[config.mk]
export PLATFORM = sky130hd
export DESIGN_NAME = muldiv_seq
export DESIGN_NICKNAME = d
export VERILOG_FILES = /design/src/rtl/muldiv_seq.sv
export SDC_FILE = /design/constraint.sdc
export NUM_CORES = 1
export LEC_CHECK = 0
export ABC_CLOCK_PERIOD_IN_PS = 5500
export CAP_MARGIN = 20
export CORE_ASPECT_RATIO = 1.75
export CORE_UTILIZATION = 40
export DETAILED_ROUTE_END_ITERATION = 8
export GPL_TIMING_DRIVEN = 0
export PLACE_DENSITY = 0.64
export SYNTH_ARGS = -nofsm -noshare
export SYNTH_HDL_FRONTEND = slang
export SYNTH_SLANG_ARGS = --single-unit
[constraint.sdc]
create_clock -name clk -period 5.5 [get_ports clk]
set_input_delay 1.375 -clock clk [delete_from_list [all_inputs] [get_ports clk]]
set_output_delay 1.375 -clock clk [all_outputs]
set_load 0.1 [all_outputs]
[src/rtl/muldiv_seq.sv]
// muldiv_seq: multi-cycle HI/LO multiply/divide sequencer.
// Runs MULT/MULTU as a shift-add and DIV/DIVU as a restoring divide,
// one bit per cycle on a shared accumulator. It owns the architectural
// HI/LO registers and serves MTHI/MTLO writes while idle.
//
// state | meaning
// ------+-----------------------------------------------------------
// IDLE  | waiting for start; MTHI/MTLO writes are accepted here
// PREP  | take operand magnitudes, latch signs and divide-by-zero
// CALC  | WIDTH iterations of shift-add or restoring divide
// FIX   | apply sign corrections, write HI/LO, pulse done/dz
module muldiv_seq #(
  parameter int WIDTH = 32
) (
  input  logic             clk,
  input  logic             rst_n,
  input  logic             start,
  input  logic [1:0]       op,
  input  logic [WIDTH-1:0] a,
  input  logic [WIDTH-1:0] b,
  input  logic             flush,
  input  logic             mthi,
  input  logic             mtlo,
  input  logic [WIDTH-1:0] wdata,
  output logic             busy,
  output logic             done,
  output logic             dz,
  output logic [WIDTH-1:0] hi,
  output logic [WIDTH-1:0] lo
);

  localparam int CW = $clog2(WIDTH);
  localparam logic [CW-1:0] LAST = CW'(WIDTH - 1);

  localparam logic [1:0] IDLE = 2'd0;
  localparam logic [1:0] PREP = 2'd1;
  localparam logic [1:0] CALC = 2'd2;
  localparam logic [1:0] FIX  = 2'd3;

  logic [1:0]         r_state;
  logic [1:0]         r_op;        // bit1: divide, bit0: signed
  logic [WIDTH-1:0]   r_a;         // multiplicand / dividend (shifts out MSB first in divide)
  logic [WIDTH-1:0]   r_b;         // multiplier (shifts out LSB first) / divisor
  logic [WIDTH-1:0]   r_a_orig;    // unmodified rs, returned in HI on divide-by-zero
  logic               r_sign_a;
  logic               r_sign_b;
  logic               r_dz;
  logic [2*WIDTH-1:0] r_acc;       // product, or {remainder, quotient}
  logic [CW-1:0]      r_cnt;

  logic               w_signed;
  logic               w_neg_res;
  logic [WIDTH:0]     w_mul_sum;
  logic [WIDTH:0]     w_rem_sh;
  logic               w_rem_ge;
  logic [WIDTH-1:0]   w_rem_diff;
  logic [2*WIDTH-1:0] w_prod_fix;
  logic [WIDTH-1:0]   w_quo_fix;
  logic [WIDTH-1:0]   w_rem_fix;

  assign busy      = (r_state != IDLE);
  assign w_signed  = r_op[0];
  assign w_neg_res = r_sign_a ^ r_sign_b;

  // Multiply step: add multiplicand into the upper half when the current
  // multiplier bit is set; the carry becomes the new MSB after the shift.
  assign w_mul_sum = {1'b0, r_acc[2*WIDTH-1:WIDTH]} + {1'b0, (r_b[0] ? r_a : {WIDTH{1'b0}})};

  // Divide step: the partial remainder needs WIDTH+1 bits because the
  // shifted-in dividend bit can push it past the largest divisor.
  // When the trial subtract succeeds the difference always fits in WIDTH bits.
  assign w_rem_sh   = {r_acc[2*WIDTH-1:WIDTH], r_a[WIDTH-1]};
  assign w_rem_ge   = (w_rem_sh >= {1'b0, r_b});
  assign w_rem_diff = w_rem_sh[WIDTH-1:0] - r_b;

  // Sign corrections are no-ops for unsigned ops because the sign flags
  // are only ever set for MULT/DIV.
  assign w_prod_fix = w_neg_res ? (~r_acc + 1'b1) : r_acc;
  assign w_quo_fix  = w_neg_res ? (~r_acc[WIDTH-1:0] + 1'b1) : r_acc[WIDTH-1:0];
  assign w_rem_fix  = r_sign_a ? (~r_acc[2*WIDTH-1:WIDTH] + 1'b1) : r_acc[2*WIDTH-1:WIDTH];

  // Sequencer, datapath and architectural HI/LO registers.
  always_ff @(posedge clk or negedge rst_n) begin
    if (!rst_n) begin
      r_state  <= IDLE;
      r_op     <= 2'b00;
      r_a      <= '0;
      r_b      <= '0;
      r_a_orig <= '0;
      r_sign_a <= 1'b0;
      r_sign_b <= 1'b0;
      r_dz     <= 1'b0;
      r_acc    <= '0;
      r_cnt    <= '0;
      hi       <= '0;
      lo       <= '0;
      done     <= 1'b0;
      dz       <= 1'b0;
    end else begin
      done <= 1'b0;
      dz   <= 1'b0;
      if (r_state != IDLE && flush) begin
        // Squash: drop the operation without touching HI/LO.
        r_state <= IDLE;
      end else begin
        case (r_state)
          IDLE: begin
            if (start) begin
              r_op     <= op;
              r_a      <= a;
              r_b      <= b;
              r_a_orig <= a;
              r_state  <= PREP;
            end else begin
              if (mthi) hi <= wdata;
              if (mtlo) lo <= wdata;
            end
          end
          PREP: begin
            r_sign_a <= w_signed & r_a[WIDTH-1];
            r_sign_b <= w_signed & r_b[WIDTH-1];
            if (w_signed && r_a[WIDTH-1]) r_a <= ~r_a + 1'b1;
            if (w_signed && r_b[WIDTH-1]) r_b <= ~r_b + 1'b1;
            r_dz    <= r_op[1] && (r_b == '0);
            r_acc   <= '0;
            r_cnt   <= '0;
            r_state <= CALC;
          end
          CALC: begin
            if (!r_op[1]) begin
              r_acc <= {w_mul_sum, r_acc[WIDTH-1:1]};
              r_b   <= r_b >> 1;
            end else begin
              if (w_rem_ge) begin
                r_acc <= {w_rem_diff, r_acc[WIDTH-2:0], 1'b1};
              end else begin
                r_acc <= {w_rem_sh[WIDTH-1:0], r_acc[WIDTH-2:0], 1'b0};
              end
              r_a <= r_a << 1;
            end
            r_cnt <= r_cnt + 1'b1;
            if (r_cnt == LAST) r_state <= FIX;
          end
          FIX: begin
            if (!r_op[1]) begin
              hi <= w_prod_fix[2*WIDTH-1:WIDTH];
              lo <= w_prod_fix[WIDTH-1:0];
            end else if (r_dz) begin
              hi <= r_a_orig;
              lo <= '1;
            end else begin
              hi <= w_rem_fix;
              lo <= w_quo_fix;
            end
            done    <= 1'b1;
            dz      <= r_dz;
            r_state <= IDLE;
          end
          default: r_state <= IDLE;
        endcase
      end
    end
  end

endmodule

## After elaboration in Yosys (flattened, before gate mapping)

Index checks and enable logic that the tools add are counted.

| storage, ports and cells | value |
|---|---|
| bits in registers | 238 |
| logic and storage cells | 98 |
| output and inout bits | 67 |
| input bits | 104 |

| operators by class | value |
|---|---|
| multiplexer cells | 34 |
| $add $sub $neg | 8 |
| reductions and logical operators | 18 |
| bitwise logic cells | 9 |
| $lt $le $gt $ge | 1 |
| equal/unequal tests | 14 |

Operator list:

| operator | number |
|---|---|
| $mux W32 | 17 |
| $mux W64 | 3 |
| $pmux W32 S3 | 2 |
| $add A32 B1 Y32 const B | 4 |
| $not A32 Y32 | 4 |
| $pmux W32 S2 | 2 |
| $pmux W64 S2 | 1 |
| $add A64 B1 Y64 const B | 1 |
| $not A64 Y64 | 1 |
| $add A32 B32 Y33 | 1 |
| $ge A33 B32 Y1 | 1 |
| $logic_not A32 Y1 | 1 |
| $sub A32 B32 Y32 | 1 |
| $ne A2 B2 Y1 const B | 8 |
| $pmux W5 S2 | 1 |
| $reduce_and A5 Y1 | 2 |
| $pmux W2 S4 | 1 |
| $reduce_and A4 Y1 | 2 |
| $mux W2 | 3 |
| $ne A3 B3 Y1 const B | 2 |
| $reduce_and A2 Y1 | 3 |
| $reduce_bool A2 Y1 | 3 |
| $add A5 B1 Y5 const B | 1 |
| $eq A5 B5 Y1 const B | 1 |
| other kinds (10) | 18 |

## Depth between registers and ports, before layout

| logic depth | value |
|---|---|
| depth after elaboration | 6 |
| depth in mapped cells | 15 |
| gate-level depth less buffers | 15 |

## Least setup slack after synthesis

OpenSTA, ideal clock, no wires.

| timing path | value |
|---|---|
| path type | register -> register |
| start | register r_b[0] |
| end | register r_acc[61] |
| slack | 1.974 ns |
| arrival time | 3.422 ns |
| data required time | 5.396 ns |
| library setup time | 0.104 ns |
| cell stages (with the launch flop) | 16 |
| clock period less this slack | 3.526 ns |
| path buffers | 0 |
| path through | dfrtp_1 > inv_1 > nor2_1 > ha_1 > inv_1 > fa_1 > nand2b_1 > a21oi_1 > o41ai_1 > o211ai_1 > nand2_1 > o311ai_1 > a2111oi_2 > o21bai_1 > mux2_2 > a221oi_1 |

| on the way | value |
|---|---|
| word-level cells in the longest chain between the ends | 4 |
| elaborated cells on any way between the ends | 7 |
| those cells by class | 2 x add/sub; 1 x order compare; 4 x mux |

Ends and longest elaborated chain:

| what | RTL line | text |
|---|---|---|
| start, declared | 43 | `logic [WIDTH-1:0] r_b;` |
| start signal, assigned | 123 | `if (w_signed && r_b[WIDTH-1]) r_b <= ~r_b + 1'b1;` |
| start signal, assigned | 132 | `r_b <= r_b >> 1;` |
| $mux W32 (tied with other cells) | 67 | `assign w_mul_sum = {1'b0, r_acc[2*WIDTH-1:WIDTH]} + {1'b0, (r_b[0] ? r_a : {WIDTH{1'b0}})};` |
| $add A32 B32 Y33 / $mux W64 (equally long branches) | 67, 134 |  |
| $mux W64 (*) | 130 | `if (!r_op[1]) begin` |
| $pmux W64 S2 (*) | 106 | `case (r_state)` |
| end signal, assigned | 131 | `r_acc <= {w_mul_sum, r_acc[WIDTH-1:1]};` |
| end signal, assigned | 135 | `r_acc <= {w_rem_diff, r_acc[WIDTH-2:0], 1'b1};` |
| end signal, assigned | 137 | `r_acc <= {w_rem_sh[WIDTH-1:0], r_acc[WIDTH-2:0], 1'b0};` |
| end, declared | 48 | `logic [2*WIDTH-1:0] r_acc;` |

Mark *: on every way between the ends. The rest lies on a longest branch, timed or not.
A chain may end at the register's enable or synchronous reset.

## Worst setup path after layout

Ends and elaborated chain as after synthesis.

==> summary by stage <==
Outcome
The run finished, with violations left. The checks that failed: design-rule violations.

Synthesis
The sequential share of the synthesized area is 0.316. Of the total synthesized cell area, the portion taken by full adders, half adders and majority gates is 0.0519. The async set or reset register ratio after synthesis is 1.00.

After synthesis, the largest family of logic cells by area is compound AO/OA/AOI/OAI gates. The post-synthesis instance area is 18900 µm². The complex-gate fraction of the synthesized area is 0.250. The number of synthesized flops with an enable pin is 0. For this run, the leading register cell type out of synthesis is sky130_fd_sc_hd__dfrtp_1. The post-synth net total is 2489. The proportion of synthesized area in mux cells is 0.0642.

The synthesized area per cell is 8.17 µm². The post-synthesis xor/xnor area fraction is 0.0822. The number of instances in the synthesized netlist is 2308. The number of different library cells used by synthesis comes to 88. The post-synthesis register bit count is 238. The Yosys step of the flow raised 0 warnings. The fraction of the mapped netlist area in simple logic gates is 0.183.

Route
The number of remaining DRC errors is 45. The wire length on met3 is 5360 µm. The number of DRC markers after the initial detailed-route iteration is 1613.

The detailed-routing wirelength on met1 is 28800 µm. The wire length after detailed routing is 85800 µm. Dividing the detail-routed wire length by the instance count gives 27.6 µm. The pre-antenna-repair detailed-routing pass consisted of 9 iterations. The detailed router used layers up to and including met5. After detailed routing, the met2 layer carries 43000 µm of wire. The total via count in the routed design is 19400. Using the TritonRoute via totals, the vias-per-cell ratio works out to 6.24.

In this run the remaining antenna-violating nets after routing total 0.

Placed design
The half-perimeter wire length after detailed placement is 68000 µm. The minimum setup slack after placement is 727 ps. The count of buffers added on input and output ports is 170.

Routability-driven placement finished with a final weighted congestion of 1.01.

Run
The max-cap violation count is 0.

Global route
The number of antenna violations at the first check in global routing was 5. Entering global routing, the biggest net connects 93 pins. The via count of the first global-routing pass was 19100. For this run, the total global-route usage over all layers was measured as 0.354. Summed over all layers, the global routing overflow is 0. The wire length of the first global-routing pass is 125000 µm.

Clock network
In this run the number of H-tree levels came out at 1. After clock tree synthesis, the clock-pin slew on the worst setup and hold paths is 60 ps. The number of sinks driven by the clock tree is 238. The post-cts gate resize count is 0. The root buffer cell is sky130_fd_sc_hd__clkbuf_16.

The number of buffers between clock root and the deepest sink is 3. The number of hold buffers added after CTS was 0. The buffer count from post-CTS setup fixing is 0. The CTS tree is done. The number of CTS-inserted buffers is 25.

The clock insertion delay at the later pin of the skew report is 580 ps.

STA
The maximum clock frequency is 0.202 GHz. Setup slack closes at 557 ps. The final-report max-slew violation count is 0.

The number of hold violations in the final report is 0. The relative slew slack is 0.155. The post-route clock period utilization is 0.899. Setup repair after global routing left no endpoint under its margin.

On the final layout, the worst clock skew is 22.4 ps. At the pin with the least slew margin, the transition time is 1270 ps. The count of endpoints failing setup in the final report is 0. The final period demand of the worst path is 4940 ps.

The final-layout setup total negative slack is 0 ps. Across all hold checks on the routed design, the worst slack comes to 479 ps.

Pwr
The standby leakage power is 9.24 nW. The power density of the placed cells is 753 nW/µm². The maximum vdd drop is 0.407 mV.

Critical path
The worst reg2reg path depth is 15. The type of destination of the critical path is a flip-flop. The highest fanout seen on the critical path is 7. The arrival time at the worst endpoint is 5410 ps.

The type of element launching the critical path is a flip-flop. The worst endpoint required time is 5970 ps. The critical path in this run is classified as flip-flop to flip-flop.

Cells and area
The layout net count is 2688. The growth of design area from synthesis to finish is 17.3%. In the layout the commonest cells are sky130_fd_sc_hd__nand2_1, sky130_fd_sc_hd__dfrtp_1, sky130_fd_sc_hd__o21ai_0, sky130_fd_sc_hd__nor2_1, sky130_fd_sc_hd__clkdlybuf4s50_1. In the final layout, the share of cells above drive strength 1 is 0.0531. The library cell used most frequently in the layout, excluding fill and tap cells, is sky130_fd_sc_hd__nand2_1.

Floorplan
The die outline height is 289 µm. The die extent in x is 166 µm. The initial utilization of the core area, before any placement, comes to 0.408.

171 I/O pins were placed. The floorplan step defined a die boundary enclosing 48000 µm². The core footprint is 46200 µm².

The floorplan has 104 rows.

Hold path
The min-delay analysis places its worst path in the category flip-flop to flip-flop. The hold path depth is 2.
==> logic make-up after synthesis <==
logic type | count (synthesis)
buf+inv | 245
mux | 116
simple gates | 730
flops | 238
xor+xnor | 177
compound gates | 725
fa+ha+maj | 77
==> through the flow <==
stage / util / instances / power [mW] / instance area (µm²)
finish: 0.479 / 3110 / 16.6 / 22100
global route: 0.478 / 3106 / 17.5 / 22100
CTS: 0.478 / 3106 / 16.4 / 22100
detailed placement: 0.462 / 3063 / 14.7 / 21300
global placement: 0.461 / 3061 / 14.6 / 21300
floorplan: - / 2308 / 11.0 / 18900
==> critical path, cell delays in order (launching register included) <==
cell                        delay (ps)
sky130_fd_sc_hd__dfrtp_1           610
sky130_fd_sc_hd__inv_1             210
sky130_fd_sc_hd__nor2_1            200
sky130_fd_sc_hd__ha_1              220
sky130_fd_sc_hd__inv_1              60
sky130_fd_sc_hd__fa_1              400
sky130_fd_sc_hd__nand2b_1          180
sky130_fd_sc_hd__a21oi_1           250
sky130_fd_sc_hd__o41ai_1           170
sky130_fd_sc_hd__o211ai_1          480
sky130_fd_sc_hd__nand2_1           210
sky130_fd_sc_hd__o311ai_1          810
sky130_fd_sc_hd__a2111oi_2         180
sky130_fd_sc_hd__o21bai_1          220
sky130_fd_sc_hd__mux2_2            350
sky130_fd_sc_hd__a221oi_1          270
==> synth_stat cells (all sizes together) (39+ instances only) <==
| master | number | area share |
|---|---|---|
| a21oi | 156 | 0.041 |
| nor2 | 192 | 0.038 |
| mux2 | 40 | 0.024 |
| nand2b | 39 | 0.013 |
| o31ai | 50 | 0.020 |
| xor2 | 59 | 0.027 |
| o21ai | 203 | 0.054 |
| nand3 | 41 | 0.011 |
| dfrtp | 238 | 0.32 |
| nor3 | 50 | 0.014 |
| xnor2 | 118 | 0.055 |
| inv | 72 | 0.014 |
| clkbuf | 140 | 0.028 |
| mux2i | 76 | 0.040 |
| nand2 | 255 | 0.051 |
| ha | 75 | 0.050 |
==> power breakdown <==
part / switching [mW] / internal (mW)
clock: 0.769 / 0.900
combinational: 8.03 / 3.56
sequential: 0.942 / 2.45
total: 9.74 / 6.91
==> final timing paths <==
kind                              from        end  slack, ps
worst max-delay path            r_b[0]  r_acc[61]        560
worst min-delay path            lo[27]     lo[27]        480
worst max register to register  r_b[0]  r_acc[61]        560
worst min register to register  lo[27]     lo[27]        480
max in group asynchronous        rst_n     lo[11]       3500
min in group asynchronous        rst_n    r_b[25]        730
==> routing by layer <==
| layer | global-route usage | up-vias |
|---|---|---|
| met1 | 0.350 | 9378 |
| met4 | 0.331 | 4 |
| met5 | 0 | - |
| li1 | - | 8762 |
| met2 | 0.635 | 953 |
| met3 | 0.0593 | 320 |
==> final cells by class <==
type	instances	area, µm²
Timing Repair Buffer	172	1760
Multi-Input combinational cell	1825	11900
Antenna cell	4	10.0
Sequential cell	238	5960
Clock inverter	7	43.8
Inverter	72	270
Fill cell	4544	24100
Clock buffer	36	717
Buffer	173	716
Tap cell	583	729
==> sequential cells by signal (all words and copies together), names as in the netlist, 2 cells and up <==
name	cells
r_op	2
r_cnt	5
r_state	2
r_a	32
hi	32
r_acc	64
r_a_orig	32
r_b	32
lo	32
(Power assumes the default switching activity.)
